===== config.mk =====
export PLATFORM = sky130hd
export DESIGN_NAME = pipe_ctrl_flat
export DESIGN_NICKNAME = d
export VERILOG_FILES = /design/src/rtl/pipe_ctrl_pkg.sv /design/src/rtl/pipe_ctrl_if.sv /design/src/rtl/pipe_ctrl_stall_watchdog.sv /design/src/rtl/pipe_ctrl.sv /design/src/flat_wrapper.sv
export SDC_FILE = /design/constraint.sdc
export NUM_CORES = 1
export LEC_CHECK = 0
export ABC_AREA = 1
export BUFFER_PORTS_ARGS = -buffer_cell sky130_fd_sc_hd__clkbuf_2
export CAP_MARGIN = 10
export CORE_ASPECT_RATIO = 1.5
export CORE_MARGIN = 1.5
export CORE_UTILIZATION = 28
export CTS_CLUSTER_SIZE = 20
export DETAILED_ROUTE_END_ITERATION = 8
export PLACE_DENSITY = 0.58
export SLEW_MARGIN = 0
export SYNTH_ARGS = -nofsm -noshare
export SYNTH_HDL_FRONTEND = slang
export SYNTH_SLANG_ARGS = --single-unit

===== constraint.sdc =====
create_clock -name clk -period 1.6 [get_ports clk]
set_input_delay 0.16 -clock clk [delete_from_list [all_inputs] [get_ports clk]]
set_output_delay 0.16 -clock clk [all_outputs]
set_load 0.03 [all_outputs]

===== src/rtl/pipe_ctrl_pkg.sv =====
// Shared constants for the pipeline sequencer: stall vectors, exception codes,
// FSM encodings and the stall-merge helpers.
package pipe_ctrl_pkg;

  localparam int unsigned STALL_W = 6;
  localparam int unsigned WORD_W  = 32;
  localparam int unsigned WD_W    = 16;

  typedef logic [STALL_W-1:0] stall_vec_t;

  localparam logic        STOP       = 1'b1;
  localparam logic        NO_STOP    = 1'b0;
  localparam logic        RST_ENABLE = 1'b1;
  localparam logic [31:0] ZERO_WORD  = 32'h0000_0000;

  localparam stall_vec_t STALL_NONE     = 6'b000000;
  localparam stall_vec_t STALL_FROM_IF  = 6'b000011;
  localparam stall_vec_t STALL_FROM_ID  = 6'b000111;
  localparam stall_vec_t STALL_FROM_EX  = 6'b001111;
  localparam stall_vec_t STALL_FROM_MEM = 6'b011111;

  localparam logic [31:0] EXC_ERET = 32'h0000_000e;

  localparam logic [0:0] CTRL_RUN   = 1'b0;
  localparam logic [0:0] CTRL_FLUSH = 1'b1;

  // Deepest requesting stage wins; every result is prefix-form.
  function automatic stall_vec_t stall_merge(input logic req_mem, input logic req_ex,
                                             input logic req_id, input logic req_if);
    stall_vec_t v;
    v = STALL_NONE;
    if (req_mem)     v = STALL_FROM_MEM;
    else if (req_ex) v = STALL_FROM_EX;
    else if (req_id) v = STALL_FROM_ID;
    else if (req_if) v = STALL_FROM_IF;
    return v;
  endfunction

  // True when the ones are contiguous from bit0 (a single bubble point).
  function automatic logic is_prefix_stall(input stall_vec_t v);
    stall_vec_t inc;
    inc = v + STALL_W'(1);
    return (v & inc) == STALL_NONE;
  endfunction

endpackage


===== src/rtl/pipe_ctrl_if.sv =====
// Request/control bundle between the core pipeline and the sequencer.
interface pipe_ctrl_if #(
  parameter int unsigned CNT_W = 32
);
  logic              stallreq_if;
  logic              stallreq_id;
  logic              stallreq_ex;
  logic              stallreq_mem;
  logic [31:0]       excepttype;
  logic [31:0]       cp0_epc;
  logic [5:0]        stall;
  logic              flush;
  logic [31:0]       new_pc;
  logic [CNT_W-1:0]  stall_cnt;
  logic              timeout;

  modport master (
    output stallreq_if, stallreq_id, stallreq_ex, stallreq_mem, excepttype, cp0_epc,
    input  stall, flush, new_pc, stall_cnt, timeout
  );

  modport slave (
    input  stallreq_if, stallreq_id, stallreq_ex, stallreq_mem, excepttype, cp0_epc,
    output stall, flush, new_pc, stall_cnt, timeout
  );
endinterface


===== src/rtl/pipe_ctrl_stall_watchdog.sv =====
// Stall accounting: saturating total-stall counter, consecutive-stall counter
// and the sticky watchdog flag.
module pipe_ctrl_stall_watchdog
  import pipe_ctrl_pkg::*;
#(
  parameter int unsigned TIMEOUT_CYCLES = 1024,
  parameter int unsigned CNT_W          = 32
) (
  input  logic             clk,
  input  logic             rst,
  input  logic             i_stall_active,
  output logic [CNT_W-1:0] o_stall_cnt,
  output logic             o_timeout
);

  localparam logic [WD_W-1:0] WD_LIMIT = WD_W'(TIMEOUT_CYCLES - 1);

  logic [WD_W-1:0]  r_consec;
  logic [CNT_W-1:0] r_stall_cnt;
  logic             r_timeout;

  // Counters saturate rather than wrap; timeout only clears on reset.
  always_ff @(posedge clk) begin
    if (rst == RST_ENABLE) begin
      r_consec    <= '0;
      r_stall_cnt <= '0;
      r_timeout   <= 1'b0;
    end else if (i_stall_active) begin
      if (r_consec != '1)     r_consec    <= r_consec + WD_W'(1);
      if (r_stall_cnt != '1)  r_stall_cnt <= r_stall_cnt + CNT_W'(1);
      if (r_consec >= WD_LIMIT) r_timeout <= 1'b1;
    end else begin
      r_consec <= '0;
    end
  end

  assign o_stall_cnt = r_stall_cnt;
  assign o_timeout   = r_timeout;

endmodule


===== src/rtl/pipe_ctrl.sv =====
// Pipeline sequencer: merges stage stall requests into the stall vector and
// turns MEM-stage exceptions/ERET into a one-cycle flush with redirect PC.
module pipe_ctrl
  import pipe_ctrl_pkg::*;
#(
  parameter logic [31:0] EXC_VECTOR     = 32'h0000_0020,
  parameter int unsigned TIMEOUT_CYCLES = 1024,
  parameter int unsigned CNT_W          = 32
) (
  input  logic        clk,
  input  logic        rst,
  pipe_ctrl_if.slave  bus
);

  logic [0:0]  r_state;
  logic [0:0]  w_next_state;
  logic        r_flush;
  logic [31:0] r_new_pc;
  logic        w_take_exc;
  logic [31:0] w_target;
  stall_vec_t  w_stall;
  logic [CNT_W-1:0] w_stall_cnt;
  logic        w_timeout;

  assign w_target = (bus.excepttype == EXC_ERET) ? bus.cp0_epc : EXC_VECTOR;

  // Next state, exception acceptance and the combinational stall vector.
  always_comb begin
    w_next_state = r_state;
    w_take_exc   = 1'b0;
    w_stall      = STALL_NONE;
    case (r_state)
      CTRL_RUN: begin
        w_stall = stall_merge(bus.stallreq_mem, bus.stallreq_ex,
                              bus.stallreq_id, bus.stallreq_if);
        if (bus.excepttype != ZERO_WORD && !bus.stallreq_mem) begin
          w_take_exc   = 1'b1;
          w_next_state = CTRL_FLUSH;
        end
      end
      CTRL_FLUSH: w_next_state = CTRL_RUN;
      default:    w_next_state = CTRL_RUN;
    endcase
    if (rst == RST_ENABLE) w_stall = STALL_NONE;
  end

  always_ff @(posedge clk) begin
    if (rst == RST_ENABLE) begin
      r_state  <= CTRL_RUN;
      r_flush  <= 1'b0;
      r_new_pc <= ZERO_WORD;
    end else begin
      r_state <= w_next_state;
      r_flush <= w_take_exc;
      if (w_take_exc) r_new_pc <= w_target;
    end
  end

  pipe_ctrl_stall_watchdog #(
    .TIMEOUT_CYCLES (TIMEOUT_CYCLES),
    .CNT_W          (CNT_W)
  ) u_watchdog (
    .clk            (clk),
    .rst            (rst),
    .i_stall_active (w_stall != STALL_NONE),
    .o_stall_cnt    (w_stall_cnt),
    .o_timeout      (w_timeout)
  );

  assign bus.stall     = w_stall;
  assign bus.flush     = r_flush;
  assign bus.new_pc    = r_new_pc;
  assign bus.stall_cnt = w_stall_cnt;
  assign bus.timeout   = w_timeout;

  a_stall_prefix: assert property (@(posedge clk) is_prefix_stall(w_stall));
  a_flush_single: assert property (@(posedge clk) disable iff (rst) r_flush |=> !r_flush);
  a_timeout_sticky: assert property (@(posedge clk) disable iff (rst) w_timeout |=> w_timeout);

endmodule


===== src/flat_wrapper.sv =====
// flat-port wrapper written by rule: the top's interface ports become plain ports
module pipe_ctrl_flat import pipe_ctrl_pkg::*;
#(
  parameter logic [31:0] EXC_VECTOR     = 32'h0000_0020,
  parameter int unsigned TIMEOUT_CYCLES = 1024,
  parameter int unsigned CNT_W          = 32
)
  (clk, rst, bus_stallreq_if, bus_stallreq_id, bus_stallreq_ex, bus_stallreq_mem, bus_excepttype, bus_cp0_epc, bus_stall, bus_flush, bus_new_pc, bus_stall_cnt, bus_timeout);
  pipe_ctrl_if #(.CNT_W(CNT_W)) bus_i ();
  input  logic clk;
  input  logic rst;
  input wire logic [$bits(bus_i.stallreq_if)-1:0] bus_stallreq_if;
  input wire logic [$bits(bus_i.stallreq_id)-1:0] bus_stallreq_id;
  input wire logic [$bits(bus_i.stallreq_ex)-1:0] bus_stallreq_ex;
  input wire logic [$bits(bus_i.stallreq_mem)-1:0] bus_stallreq_mem;
  input wire logic [$bits(bus_i.excepttype)-1:0] bus_excepttype;
  input wire logic [$bits(bus_i.cp0_epc)-1:0] bus_cp0_epc;
  output wire logic [$bits(bus_i.stall)-1:0] bus_stall;
  output wire logic [$bits(bus_i.flush)-1:0] bus_flush;
  output wire logic [$bits(bus_i.new_pc)-1:0] bus_new_pc;
  output wire logic [$bits(bus_i.stall_cnt)-1:0] bus_stall_cnt;
  output wire logic [$bits(bus_i.timeout)-1:0] bus_timeout;
  assign bus_i.stallreq_if = bus_stallreq_if;
  assign bus_i.stallreq_id = bus_stallreq_id;
  assign bus_i.stallreq_ex = bus_stallreq_ex;
  assign bus_i.stallreq_mem = bus_stallreq_mem;
  assign bus_i.excepttype = bus_excepttype;
  assign bus_i.cp0_epc = bus_cp0_epc;
  assign bus_stall = bus_i.stall;
  assign bus_flush = bus_i.flush;
  assign bus_new_pc = bus_i.new_pc;
  assign bus_stall_cnt = bus_i.stall_cnt;
  assign bus_timeout = bus_i.timeout;
  pipe_ctrl #(.EXC_VECTOR(EXC_VECTOR), .TIMEOUT_CYCLES(TIMEOUT_CYCLES), .CNT_W(CNT_W)) u_core (.clk(clk), .rst(rst), .bus(bus_i));
endmodule

==> results of run 1 <==
## cell type report
class	count	area [um^2]	share of cell area [%]
Clock buffer	9	225	3.43
Clock inverter	7	58.8	0.896
Inverter	97	377	5.74
Multi-Input combinational cell	554	2710	41.3
Sequential cell	82	1680	25.7
Tap cell	210	263	4.00
Timing Repair Buffer	200	1250	19.0
## worst max-delay path, cell delays in order, from the launching register on
cell and delay (ns):
sky130_fd_sc_hd__dfxtp_4 0.37, sky130_fd_sc_hd__ha_4 0.14, sky130_fd_sc_hd__nand2_2 0.06, sky130_fd_sc_hd__nor2_4 0.15, sky130_fd_sc_hd__buf_12 0.13, sky130_fd_sc_hd__nand3_2 0.16, sky130_fd_sc_hd__nor3_2 0.20, sky130_fd_sc_hd__nand4_1 0.12
sky130_fd_sc_hd__nand2_1 0.08, sky130_fd_sc_hd__nor2_1 0.04
## state kept, by name (all words and copies together) (netlist names)
name / cells
u_core.u_watchdog.o_stall_cnt: 32
u_core.bus.flush: 1
u_core.u_watchdog.o_timeout: 1
u_core.u_watchdog.r_consec: 16
u_core.bus.new_pc: 32
## synth_stat cells (all sizes together)
master,instances,share of area [%]
conb,1,0.079
dfxtp,82,34
a21oi,59,7.8
and2,1,0.13
nor2,141,13
nand4,15,2.0
xnor2,6,1.1
a31oi,7,0.92
nand2,252,21
inv,96,7.6
or2,3,0.39
ha,2,0.52
clkinv,1,0.079
clkbuf,12,0.95
nor3,13,1.4
xor2,9,1.7
nand3,31,3.4
o21ai,13,1.4
buf,11,2.2
## worst max-delay path by stage
stage,cells past startpoint,to
6_report,9,u_core.u_watchdog.o_stall_cnt[20]
5_1_grt,9,u_core.u_watchdog.o_stall_cnt[20]
4_1_cts,5,bus_stall[1]
3_5_place_dp,5,u_core.u_watchdog.o_stall_cnt[17]
3_3_place_gp,8,u_core.u_watchdog.o_stall_cnt[20]
2_1_floorplan,11,u_core.u_watchdog.o_stall_cnt[14]
## metal layers
layer | part of all wire, % | vias to the layer above
met1 | 41 | 2295
met2 | 53 | 94
met3 | 3.9 | 18
li1 | - | 2710
met4 | 1.6 | 0
met5 | 0 | -
## power breakdown
| group | total [mW] | switching [mW] | internal (mW) | leakage [nW] |
|---|---|---|---|---|
| Clock | 2.01 | 0.936 | 1.08 | 0.135 |
| Sequential | 2.10 | 0.0309 | 2.07 | 0.677 |
| Combinational | 0.605 | 0.346 | 0.259 | 2.14 |
| Total | 4.72 | 1.31 | 3.41 | 2.95 |
## timing repair
item,CTS,global route
endpoints found under the setup margin,39,42
resized for setup,9,29
gates cloned,1,0
setup buffers,6,6
pin swaps,2,6
## kinds of logic (layout without fill, tap and decap cells)
kind of cell / Yosys count / count (layout) / synth area share, %
other cells: 1 / 1 / 0.0787
compound gates: 79 / 79 / 10.1
flops: 82 / 82 / 34.4
xor+xnor: 15 / 15 / 2.76
simple gates: 456 / 457 / 41.3
fa+ha+maj: 2 / 2 / 0.525
buf+inv: 120 / 313 / 10.8
## per-stage QoR
stage / cell area, um^2 / setup slack [ns] / utilization, %
after detailed placement: 6060 / -0.180 / 36.3
after global placement: 6060 / -0.142 / 36.3
after floorplan: 4830 / -0.0550 / -
final: 6570 / 0.0111 / 39.3
after global routing: 6570 / -0.0527 / 39.3
after CTS: 6430 / 0.00119 / 38.5
==> impl_metrics.xml, run 1 <==
<?xml version="1.0" encoding="UTF-8"?>
<metrics>
  <group name="placement">
    <metric name="placed_cells" unit="">1130</metric>
    <metric name="hpwlAfterDp" unit="um">10700</metric>
    <metric name="globalplace.congestion" unit="">0.830</metric>
    <metric name="placement.io_buffers" unit="">140</metric>
  </group>
  <group name="grt">
    <metric name="grt_remaining_overflow" unit="">0</metric>
    <metric name="met1_usage" unit="%">17.9</metric>
    <metric name="grtUsageTotal" unit="%">16.1</metric>
    <metric name="number_of_antenna_violations_at_the_first_check_in_global_routing" unit="">0</metric>
    <metric name="vias_in_the_first_global_route" unit="">4848</metric>
    <metric name="top_usage_layer" unit="">met2</metric>
    <metric name="largest_net_degree_at_the_start_of_global_routing" unit="">58</metric>
    <metric name="gr-usage-met2" unit="%">29.8</metric>
    <metric name="grt.met3_usage" unit="%">2.56</metric>
    <metric name="grt_first_pass_wirelength" unit="um">22700</metric>
  </group>
  <group name="worst_setup_path">
    <metric name="r2r-end" unit="">u_core.u_watchdog.o_stall_cnt[20]</metric>
    <metric name="cp.required" unit="ns">1.80</metric>
    <metric name="r2r-start" unit="">u_core.u_watchdog.o_stall_cnt[0]</metric>
    <metric name="setup.worst_path.class" unit="">reg -&gt; reg</metric>
    <metric name="rrSetupSlack" unit="ns">0.01</metric>
    <metric name="crit_start" unit="">u_core.u_watchdog.o_stall_cnt[0]</metric>
    <metric name="ff2ff_path_depth" unit="">9</metric>
    <metric name="worstSetupEndpointType" unit="">flip-flop</metric>
    <metric name="worst_ep_arrival_time" unit="ns">1.79</metric>
    <metric name="worst-path-max-fanout" unit="">6</metric>
    <metric name="critPathLaunchType" unit="">flip-flop</metric>
  </group>
  <group name="detailed_routing">
    <metric name="routed_wire_length_per_instance" unit="um">12.0</metric>
    <metric name="vias_per_cell" unit="">4.42</metric>
    <metric name="firstDrtPassIters" unit="">4</metric>
    <metric name="postRouteWirelength" unit="um">13900</metric>
    <metric name="vias" unit="">5117</metric>
    <metric name="drtIter0Drc" unit="">200</metric>
    <metric name="drc" unit="">0</metric>
    <metric name="antenna_left" unit="">0</metric>
  </group>
  <group name="floorplan">
    <metric name="fp.dieW" unit="um">110</metric>
    <metric name="fp.coreArea" unit="um^2">16700</metric>
    <metric name="chipHeight" unit="um">163</metric>
    <metric name="ioPinCount" unit="">142</metric>
    <metric name="fp-row-count" unit="">58</metric>
    <metric name="dieArea" unit="um^2">17800</metric>
    <metric name="start_util" unit="%">28.6</metric>
  </group>
  <group name="cts">
    <metric name="tritoncts" unit="">done</metric>
    <metric name="ctsHoldBuffers" unit="">0</metric>
    <metric name="cts_buffer_depth" unit="">2</metric>
    <metric name="clock_buffers_created_by_tritoncts" unit="">9</metric>
    <metric name="ctsHtreeMaxLevel" unit="">3</metric>
    <metric name="ctsRootBufferMaster" unit="">sky130_fd_sc_hd__clkbuf_16</metric>
    <metric name="worst_skew_pair.late_latency" unit="ns">0.35</metric>
    <metric name="clock_sink_count" unit="">82</metric>
    <metric name="clk_pin_slew" unit="ns">0.06</metric>
  </group>
  <group name="synth">
    <metric name="syn_avg_cell_area" unit="um^2">6.31</metric>
    <metric name="yosys_register_bits" unit="">82</metric>
    <metric name="netlist_instances" unit="">755</metric>
    <metric name="synth_area" unit="um^2">4770</metric>
    <metric name="synth_nets" unit="">827</metric>
    <metric name="yosysSeqAreaShare" unit="%">34.4</metric>
    <metric name="synth.lib_cells_used.distinct" unit="">33</metric>
    <metric name="yosys_warnings" unit="">0</metric>
  </group>
  <group name="sta">
    <metric name="timing.setup.tns" unit="ns">0</metric>
    <metric name="final_period_utilization" unit="%">99.3</metric>
    <metric name="rsz0062_at_grt" unit="">yes</metric>
    <metric name="slew_violations" unit="">0</metric>
    <metric name="remaining_max_slew_budget_at_the_tightest_pin" unit="%">63.6</metric>
    <metric name="timing.final.crit_period" unit="ns">1.59</metric>
    <metric name="setup_violations" unit="">0</metric>
    <metric name="timing_hold_violations_final" unit="">0</metric>
    <metric name="finalHoldWorstSlack" unit="ns">0.0523</metric>
    <metric name="fmaxAchievable" unit="GHz">0.629</metric>
    <metric name="clock_skew" unit="ns">0.0102</metric>
    <metric name="worst-slew-pin-transition" unit="ns">0.545</metric>
  </group>
  <group name="cells_and_area">
    <metric name="drive_above_1_share" unit="%">33.8</metric>
    <metric name="num_antenna_cells" unit="">0</metric>
    <metric name="layout.cells.most_common" unit="">sky130_fd_sc_hd__nand2_1</metric>
    <metric name="syn2layout_area_growth" unit="%">37.8</metric>
    <metric name="layout_common_cells" unit="">sky130_fd_sc_hd__nand2_1 (226), sky130_fd_sc_hd__clkbuf_2 (138), sky130_fd_sc_hd__nor2_1 (124)</metric>
    <metric name="post_layout_nonfiller_instances" unit="">1159</metric>
    <metric name="fin_nets" unit="">1016</metric>
    <metric name="fillcell_total" unit="">1857</metric>
  </group>
  <group name="run">
    <metric name="max_cap_viol_count" unit="">0</metric>
  </group>
  <group name="power">
    <metric name="vdd.ir_drop.worst" unit="mV">0.393</metric>
    <metric name="report.power.total" unit="mW">4.72</metric>
    <metric name="p_leak" unit="nW">2.95</metric>
    <metric name="power.density" unit="nW/um^2">719</metric>
  </group>
  <group name="hold_path">
    <metric name="worst_hold_path.num_cells" unit="">3</metric>
    <metric name="min-delay-path-class" unit="">in -&gt; reg</metric>
    <metric name="holdCritStartpoint" unit="">bus_cp0_epc[5]</metric>
    <metric name="min_to" unit="">u_core.bus.new_pc[5]</metric>
  </group>
  <group name="outcome">
    <metric name="run_status" unit="">finished clean</metric>
  </group>
</metrics>
(Power assumes the default switching activity.)
==> run 2: changes to the inputs <==
--- a/config.mk
+++ b/config.mk
@@ -17,4 +17,5 @@
 export SLEW_MARGIN = 0
 export SYNTH_ARGS = -nofsm -noshare
 export SYNTH_HDL_FRONTEND = slang
+export SYNTH_HIERARCHICAL = 1
 export SYNTH_SLANG_ARGS = --single-unit
==> run 2 against run 1 <==
The flow now finishes with violations (negative setup slack). Core utilization rose by 0.94 points. Non-clock buffer count did not move. Area after synthesis fell by 2.0%. Clock power rose by 8%. Register-to-register slack got worse by 0.15 ns. Clock skew rose by 0.0016 ns. Hold slack improved by 0.078 ns. Critical path depth rose by 1. Critical endpoint is now u_core/u_watchdog/o_stall_cnt[23]. Largest cell class unchanged.
==> impl_metrics.xml, run 2 <==
<?xml version="1.0" encoding="UTF-8"?>
<metrics>
  <group name="outcome">
    <metric name="run_status" unit="">complete, but fails checks</metric>
    <metric name="violations" unit="">negative setup slack</metric>
  </group>
  <group name="run">
    <metric name="max_cap_viol_count" unit="">0</metric>
  </group>
  <group name="sta">
    <metric name="worst-slew-pin-transition" unit="ns">0.570</metric>
    <metric name="timing.setup.tns" unit="ns">-1.19</metric>
    <metric name="timing.final.crit_period" unit="ns">1.74</metric>
    <metric name="clock_skew" unit="ns">0.0118</metric>
    <metric name="final_period_utilization" unit="%">108</metric>
    <metric name="slew_violations" unit="">0</metric>
    <metric name="rsz0062_at_grt" unit="">yes</metric>
    <metric name="remaining_max_slew_budget_at_the_tightest_pin" unit="%">61.9</metric>
    <metric name="finalHoldWorstSlack" unit="ns">0.130</metric>
    <metric name="timing_hold_violations_final" unit="">0</metric>
    <metric name="fmaxAchievable" unit="GHz">0.576</metric>
    <metric name="final_critical_path_setup_slack" unit="ns">-0.136</metric>
    <metric name="setup_violations" unit="">18</metric>
  </group>
  <group name="synth">
    <metric name="synth_edf_count" unit="">0</metric>
    <metric name="yosys_register_bits" unit="">82</metric>
    <metric name="share_of_the_synthesized_area_in_the_top_cell_type" unit="%">35.1</metric>
    <metric name="postSynth.asyncResetShare" unit="%">0</metric>
    <metric name="synth_nets" unit="">846</metric>
    <metric name="yosys_warnings" unit="">6</metric>
    <metric name="netlist_instances" unit="">774</metric>
    <metric name="synth-main-ff-cell" unit="">sky130_fd_sc_hd__dfxtp_1</metric>
    <metric name="syn_avg_cell_area" unit="um^2">6.04</metric>
    <metric name="yosysMostFrequentCell" unit="">sky130_fd_sc_hd__nor2_1</metric>
    <metric name="yosysSeqAreaShare" unit="%">35.1</metric>
    <metric name="synth_area" unit="um^2">4670</metric>
    <metric name="leading_cell_types_by_count_after_synthesis" unit="">sky130_fd_sc_hd__nor2_1 (207), sky130_fd_sc_hd__nand2_1 (188), sky130_fd_sc_hd__inv_1 (121), sky130_fd_sc_hd__dfxtp_1 (82), sky130_fd_sc_hd__nand3_1 (42)</metric>
    <metric name="yosys.area.top_type" unit="">sky130_fd_sc_hd__dfxtp_1</metric>
    <metric name="synth.lib_cells_used.distinct" unit="">30</metric>
    <metric name="ys_top_cells_by_area" unit="">sky130_fd_sc_hd__dfxtp_1 (35%), sky130_fd_sc_hd__nor2_1 (17%), sky130_fd_sc_hd__nand2_1 (15%)</metric>
  </group>
  <group name="cts">
    <metric name="ctsRootBufferMaster" unit="">sky130_fd_sc_hd__clkbuf_16</metric>
    <metric name="tritoncts" unit="">done</metric>
    <metric name="ctsHoldBuffers" unit="">0</metric>
    <metric name="clock_sink_count" unit="">82</metric>
    <metric name="ctsHtreeMaxLevel" unit="">3</metric>
    <metric name="clock_buffers_created_by_tritoncts" unit="">9</metric>
    <metric name="cts_buffer_depth" unit="">2</metric>
    <metric name="worst_skew_pair.late_latency" unit="ns">0.34</metric>
    <metric name="clk_pin_slew" unit="ns">0.07</metric>
  </group>
  <group name="grt">
    <metric name="grt_remaining_overflow" unit="">0</metric>
    <metric name="number_of_antenna_violations_at_the_first_check_in_global_routing" unit="">0</metric>
    <metric name="largest_net_degree_at_the_start_of_global_routing" unit="">35</metric>
    <metric name="vias_in_the_first_global_route" unit="">4715</metric>
    <metric name="grt_first_pass_wirelength" unit="um">21300</metric>
    <metric name="grtUsageTotal" unit="%">15.3</metric>
  </group>
  <group name="worst_setup_path">
    <metric name="cp.required" unit="ns">1.83</metric>
    <metric name="worst_ep_arrival_time" unit="ns">1.97</metric>
    <metric name="crit_buf_inv" unit="">2</metric>
    <metric name="worstSetupEndpointType" unit="">flip-flop</metric>
    <metric name="crit_path_leading_delay_family" unit="">simple AND/OR/NAND/NOR gates</metric>
    <metric name="critPathLaunchType" unit="">flip-flop</metric>
    <metric name="cp_cell_sequence" unit="">or2_4, a31oi_4, buf_6, inv_6, nor2_4, nand4_1, nor2_2, nand3_1, nand2_1, nor2_1</metric>
    <metric name="worst-path-max-fanout" unit="">5</metric>
    <metric name="critical-path-slowest-cell" unit="">sky130_fd_sc_hd__dfxtp_4</metric>
    <metric name="setup.worst_path.class" unit="">reg -&gt; reg</metric>
    <metric name="slowest_delay" unit="ns">0.34</metric>
  </group>
  <group name="cells_and_area">
    <metric name="drive_above_1_share" unit="%">30.3</metric>
    <metric name="final_cell_area" unit="um^2">6550</metric>
    <metric name="layout.cells.most_common" unit="">sky130_fd_sc_hd__nor2_1</metric>
    <metric name="layout.core_utilization" unit="%">40.3</metric>
    <metric name="fin_nets" unit="">1032</metric>
    <metric name="seq_area" unit="um^2">1660</metric>
    <metric name="multi_input_comb_area" unit="um^2">2590</metric>
    <metric name="post_layout_nonfiller_instances" unit="">1169</metric>
    <metric name="fillcell_total" unit="">1781</metric>
    <metric name="syn2layout_area_growth" unit="%">40.2</metric>
    <metric name="num_antenna_cells" unit="">0</metric>
    <metric name="layout_common_cells" unit="">sky130_fd_sc_hd__nor2_1 (190), sky130_fd_sc_hd__nand2_1 (184), sky130_fd_sc_hd__clkbuf_2 (135)</metric>
  </group>
  <group name="detailed_routing">
    <metric name="drc" unit="">0</metric>
    <metric name="vias_per_cell" unit="">4.43</metric>
    <metric name="drtIter0Drc" unit="">221</metric>
    <metric name="firstDrtPassIters" unit="">5</metric>
    <metric name="vias" unit="">5181</metric>
    <metric name="antenna_left" unit="">0</metric>
    <metric name="routed_wire_length_per_instance" unit="um">11.3</metric>
    <metric name="postRouteWirelength" unit="um">13200</metric>
  </group>
  <group name="power">
    <metric name="report.power.total" unit="mW">5.01</metric>
    <metric name="vdd.ir_drop.worst" unit="mV">0.447</metric>
    <metric name="power.density" unit="nW/um^2">766</metric>
    <metric name="p_leak" unit="nW">3.32</metric>
  </group>
  <group name="placement">
    <metric name="placed_cells" unit="">1148</metric>
    <metric name="globalplace.congestion" unit="">0.849</metric>
    <metric name="preCtsSetupSlack" unit="ns">-0.0940</metric>
    <metric name="placed_area" unit="um^2">5930</metric>
    <metric name="hpwlAfterDp" unit="um">9970</metric>
    <metric name="placement.io_buffers" unit="">140</metric>
  </group>
  <group name="floorplan">
    <metric name="start_util" unit="%">28.7</metric>
    <metric name="fp.coreArea" unit="um^2">16300</metric>
    <metric name="fp.dieW" unit="um">108</metric>
    <metric name="dieArea" unit="um^2">17500</metric>
    <metric name="chipHeight" unit="um">161</metric>
    <metric name="ioPinCount" unit="">142</metric>
    <metric name="fp-row-count" unit="">57</metric>
  </group>
  <group name="hold_path">
    <metric name="min-delay-path-class" unit="">in -&gt; reg</metric>
  </group>
</metrics>
## run 2: changes by cell type in the layout (fill, tap and decap cells not counted), moves of 9 or more
cell | previous run | this run
sky130_fd_sc_hd__a21oi_2 | 20 | 1
sky130_fd_sc_hd__nand2_1 | 226 | 184
sky130_fd_sc_hd__inv_1 | 95 | 117
sky130_fd_sc_hd__nand3_1 | 29 | 39
sky130_fd_sc_hd__dfxtp_1 | 52 | 73
sky130_fd_sc_hd__a21oi_1 | 39 | 30
sky130_fd_sc_hd__nand2_2 | 23 | 7
sky130_fd_sc_hd__dfxtp_2 | 28 | 8
sky130_fd_sc_hd__nor2_1 | 124 | 190
## run 2: cell families after synthesis
kind of cell | share of synthesized area (%)
fa+ha+maj | 0.536
compound gates | 5.25
simple gates | 44.2
flops | 35.1
xor+xnor | 0.563
other cells | 0.0803
buf+inv | 14.2
## run 2: power by group
group          total [mW]  internal [mW]  switching [mW]
Clock                2.18           1.33           0.843
Sequential           2.14           2.10          0.0348
Combinational       0.699          0.274           0.424
## run 2: routing by layer
metal / GRT usage, % / vias to the layer above / routed length, um
met5: 0 / - / 0
met1: 16.4 / 2312 / 5280
met4: 6.58 / 0 / 340
li1: - / 2707 / -
met2: 28.2 / 140 / 6960
met3: 3.31 / 22 / 613
## run 2: final timing paths
kind	start	to	slack (ns)	cells past startpoint
max	u_core/r_state	u_core/u_watchdog/o_stall_cnt[23]	-0.14	10
min	bus_cp0_epc[8]	u_core/bus.new_pc[8]	0.13	5
max reg2reg	u_core/r_state	u_core/u_watchdog/o_stall_cnt[23]	-0.14	10
min reg2reg	u_core/u_watchdog/o_timeout	u_core/u_watchdog/o_timeout	0.48	2
## run 2: repair_timing
action / in CTS / in global routing
resized for setup: 23 / 55
setup endpoints to repair: 24 / 50
pin swaps: 7 / 11
gates cloned: 0 / 0
buffers inserted: 2 / 5
## run 2: layout make-up
type / count / share of cell area (%)
multi-input cells: 543 / 39.5
repair buffers: 200 / 19.3
clock inverters: 3 / 0.707
flip-flops and latches: 82 / 25.3
well taps: 206 / 3.94
inverters: 124 / 7.22
clock buffers: 11 / 4.03
## run 2: worst reg2reg max path, cell delays in order, from the launching register on
cell,delay [ns]
sky130_fd_sc_hd__dfxtp_4,0.34
sky130_fd_sc_hd__or2_4,0.24
sky130_fd_sc_hd__a31oi_4,0.15
sky130_fd_sc_hd__buf_6,0.16
sky130_fd_sc_hd__inv_6,0.05
sky130_fd_sc_hd__nor2_4,0.12
sky130_fd_sc_hd__nand4_1,0.20
sky130_fd_sc_hd__nor2_2,0.20
sky130_fd_sc_hd__nand3_1,0.08
sky130_fd_sc_hd__nand2_1,0.06
sky130_fd_sc_hd__nor2_1,0.04
==> run 3: changes to the inputs <==
--- a/config.mk
+++ b/config.mk
@@ -13,9 +13,8 @@
 export CORE_UTILIZATION = 28
 export CTS_CLUSTER_SIZE = 20
 export DETAILED_ROUTE_END_ITERATION = 8
-export PLACE_DENSITY = 0.58
+export PLACE_DENSITY = 0.57
 export SLEW_MARGIN = 0
 export SYNTH_ARGS = -nofsm -noshare
 export SYNTH_HDL_FRONTEND = slang
-export SYNTH_HIERARCHICAL = 1
 export SYNTH_SLANG_ARGS = --single-unit
==> constraint.sdc (replaced) <==
create_clock -name clk -period 2.01 [get_ports clk]
set_input_delay 0.201 -clock clk [delete_from_list [all_inputs] [get_ports clk]]
set_output_delay 0.201 -clock clk [all_outputs]
set_load 0.03 [all_outputs]
==> run 3 against run 2 <==
The run now ends clean. Via count down 3.7%. Hold slack got worse by 0.020 ns. Count of clock-buffer cells in the layout fell by 2. Combinational power is 43% lower.
==> impl_metrics.xml, run 3 (synthesis results as in run 1) <==
<?xml version="1.0" encoding="UTF-8"?>
<metrics>
  <group name="grt">
    <metric name="met1_usage" unit="%">17.2</metric>
    <metric name="grt_first_pass_wirelength" unit="um">21400</metric>
    <metric name="gr-usage-met2" unit="%">27.6</metric>
    <metric name="grt_remaining_overflow" unit="">0</metric>
    <metric name="vias_in_the_first_global_route" unit="">4646</metric>
    <metric name="largest_net_degree_at_the_start_of_global_routing" unit="">58</metric>
    <metric name="grtUsageTotal" unit="%">15.1</metric>
    <metric name="top_usage_layer" unit="">met2</metric>
    <metric name="number_of_antenna_violations_at_the_first_check_in_global_routing" unit="">0</metric>
    <metric name="grt.met3_usage" unit="%">1.96</metric>
  </group>
  <group name="cells_and_area">
    <metric name="num_antenna_cells" unit="">0</metric>
    <metric name="fin_nets" unit="">986</metric>
    <metric name="layout.cells.most_common" unit="">sky130_fd_sc_hd__nand2_1</metric>
    <metric name="drive_above_1_share" unit="%">26.2</metric>
    <metric name="syn2layout_area_growth" unit="%">28.4</metric>
    <metric name="layout_common_cells" unit="">sky130_fd_sc_hd__nand2_1 (234), sky130_fd_sc_hd__clkbuf_2 (140), sky130_fd_sc_hd__nor2_1 (131)</metric>
  </group>
  <group name="floorplan">
    <metric name="fp.dieW" unit="um">110</metric>
    <metric name="ioPinCount" unit="">142</metric>
    <metric name="fp-row-count" unit="">58</metric>
    <metric name="fp.coreArea" unit="um^2">16700</metric>
    <metric name="chipHeight" unit="um">163</metric>
    <metric name="dieArea" unit="um^2">17800</metric>
    <metric name="start_util" unit="%">28.6</metric>
  </group>
  <group name="run">
    <metric name="max_cap_viol_count" unit="">0</metric>
  </group>
  <group name="power">
    <metric name="p_leak" unit="nW">2.76</metric>
    <metric name="vdd.ir_drop.worst" unit="mV">0.478</metric>
    <metric name="power.density" unit="nW/um^2">605</metric>
    <metric name="report.power.total" unit="mW">3.70</metric>
  </group>
  <group name="detailed_routing">
    <metric name="firstDrtPassIters" unit="">4</metric>
    <metric name="routed_wire_length_per_instance" unit="um">11.9</metric>
    <metric name="drtIter0Drc" unit="">204</metric>
    <metric name="postRouteWirelength" unit="um">13400</metric>
    <metric name="antenna_left" unit="">0</metric>
    <metric name="vias_per_cell" unit="">4.42</metric>
    <metric name="drc" unit="">0</metric>
    <metric name="vias" unit="">4987</metric>
  </group>
  <group name="cts">
    <metric name="tritoncts" unit="">done</metric>
    <metric name="cts_buffer_depth" unit="">2</metric>
    <metric name="ctsRootBufferMaster" unit="">sky130_fd_sc_hd__clkbuf_16</metric>
    <metric name="ctsHtreeMaxLevel" unit="">3</metric>
    <metric name="clk_pin_slew" unit="ns">0.07</metric>
    <metric name="ctsHoldBuffers" unit="">0</metric>
    <metric name="post_cts.repair.setup_buffers" unit="">0</metric>
    <metric name="clock_sink_count" unit="">82</metric>
    <metric name="post_cts_resize_count" unit="">0</metric>
    <metric name="worst_skew_pair.late_latency" unit="ns">0.34</metric>
    <metric name="clock_buffers_created_by_tritoncts" unit="">9</metric>
  </group>
  <group name="sta">
    <metric name="remaining_max_slew_budget_at_the_tightest_pin" unit="%">48.9</metric>
    <metric name="slew_violations" unit="">0</metric>
    <metric name="worst-slew-pin-transition" unit="ns">0.766</metric>
    <metric name="rsz0062_at_grt" unit="">no</metric>
    <metric name="clock_skew" unit="ns">0.00841</metric>
    <metric name="timing.final.crit_period" unit="ns">1.85</metric>
    <metric name="fmaxAchievable" unit="GHz">0.541</metric>
    <metric name="timing.setup.tns" unit="ns">0</metric>
    <metric name="setup_violations" unit="">0</metric>
    <metric name="final_period_utilization" unit="%">92.0</metric>
    <metric name="timing_hold_violations_final" unit="">0</metric>
  </group>
  <group name="worst_setup_path">
    <metric name="worst_ep_arrival_time" unit="ns">1.65</metric>
    <metric name="crit_path_end" unit="">bus_stall[1]</metric>
    <metric name="slowest_delay" unit="ns">0.33</metric>
    <metric name="cp.required" unit="ns">1.81</metric>
    <metric name="critical-path-slowest-cell" unit="">sky130_fd_sc_hd__dfxtp_1</metric>
    <metric name="cp_cell_sequence" unit="">nor2_1, o21ai_1, nand3_2, buf_4, clkbuf_2</metric>
    <metric name="crit_start" unit="">u_core.bus.flush</metric>
    <metric name="worst-path-max-fanout" unit="">12</metric>
    <metric name="r2r-start" unit="">u_core.u_watchdog.o_stall_cnt[2]</metric>
    <metric name="critPathLaunchType" unit="">flip-flop</metric>
    <metric name="ff2ff_path_depth" unit="">8</metric>
    <metric name="worstSetupEndpointType" unit="">output pin</metric>
    <metric name="r2r-end" unit="">u_core.u_watchdog.o_stall_cnt[19]</metric>
    <metric name="setup.worst_path.class" unit="">reg -&gt; out</metric>
    <metric name="rrSetupSlack" unit="ns">0.23</metric>
  </group>
  <group name="outcome">
    <metric name="run_status" unit="">finished clean</metric>
  </group>
  <group name="placement">
    <metric name="globalplace.congestion" unit="">0.845</metric>
    <metric name="placement.io_buffers" unit="">140</metric>
    <metric name="hpwlAfterDp" unit="um">10400</metric>
  </group>
  <group name="hold_path">
    <metric name="min-delay-path-class" unit="">in -&gt; reg</metric>
  </group>
</metrics>
## run 3: power breakdown
| group | total, mW | switching, mW | internal [mW] |
|---|---|---|---|
| combinational | 0.398 | 0.255 | 0.143 |
| sequential | 1.67 | 0.0222 | 1.65 |
| clock | 1.63 | 0.760 | 0.873 |
| total | 3.70 | 1.04 | 2.66 |
## run 3: critical path, delay by kind of cell, from the launching register on
| kind | cells | cell delay (ns) |
|---|---|---|
| buffers and inverters | 2 | 0.43 |
| flip-flops | 1 | 0.33 |
| AND/OR/NAND/NOR | 2 | 0.38 |
| AO/OA/AOI/OAI | 1 | 0.16 |
## run 3: worst min path at each step
stage / slack, ns / from / to / depth (start not counted)
detailed placement: 0.45 / bus_cp0_epc[5] / u_core.bus.new_pc[5] / 3
global route: 0.11 / bus_cp0_epc[5] / u_core.bus.new_pc[5] / 3
CTS: 0.09 / bus_cp0_epc[5] / u_core.bus.new_pc[5] / 3
floorplan: 0.32 / bus_cp0_epc[5] / u_core.bus.new_pc[5] / 2
finish: 0.11 / bus_cp0_epc[5] / u_core.bus.new_pc[5] / 3
global placement: 0.45 / bus_cp0_epc[5] / u_core.bus.new_pc[5] / 3
## run 3: routing by layer
metal | vias to the layer above | share of wire [%] | wire length [um]
met4 | 0 | 2.4 | 315
met5 | - | 0 | 0
met3 | 19 | 3.7 | 493
li1 | 2651 | - | -
met1 | 2208 | 43 | 5720
met2 | 109 | 51 | 6870
## run 3: final cells by class
class | count | area, um^2
Fill cell | 1870 | 10600
Multi-Input combinational cell | 553 | 2610
Sequential cell | 82 | 1640
Timing Repair Buffer | 171 | 946
Inverter | 97 | 367
Tap cell | 210 | 263
Clock buffer | 9 | 225
Clock inverter | 7 | 65.1
## run 3: per-stage QoR
step / hold slack, ns / worst slack (ns) / std cells / util [%] / area, um^2
global route: 0.107 / 0.0406 / 1129 / 36.7 / 6120
global placement: 0.448 / 0.227 / 1113 / 34.9 / 5830
CTS: 0.0920 / 0.0484 / 1129 / 36.7 / 6120
detailed placement: 0.451 / 0.218 / 1113 / 34.9 / 5830
floorplan: 0.322 / 0.0799 / 755 / - / 4770
finish: 0.110 / 0.160 / 1129 / 36.7 / 6120
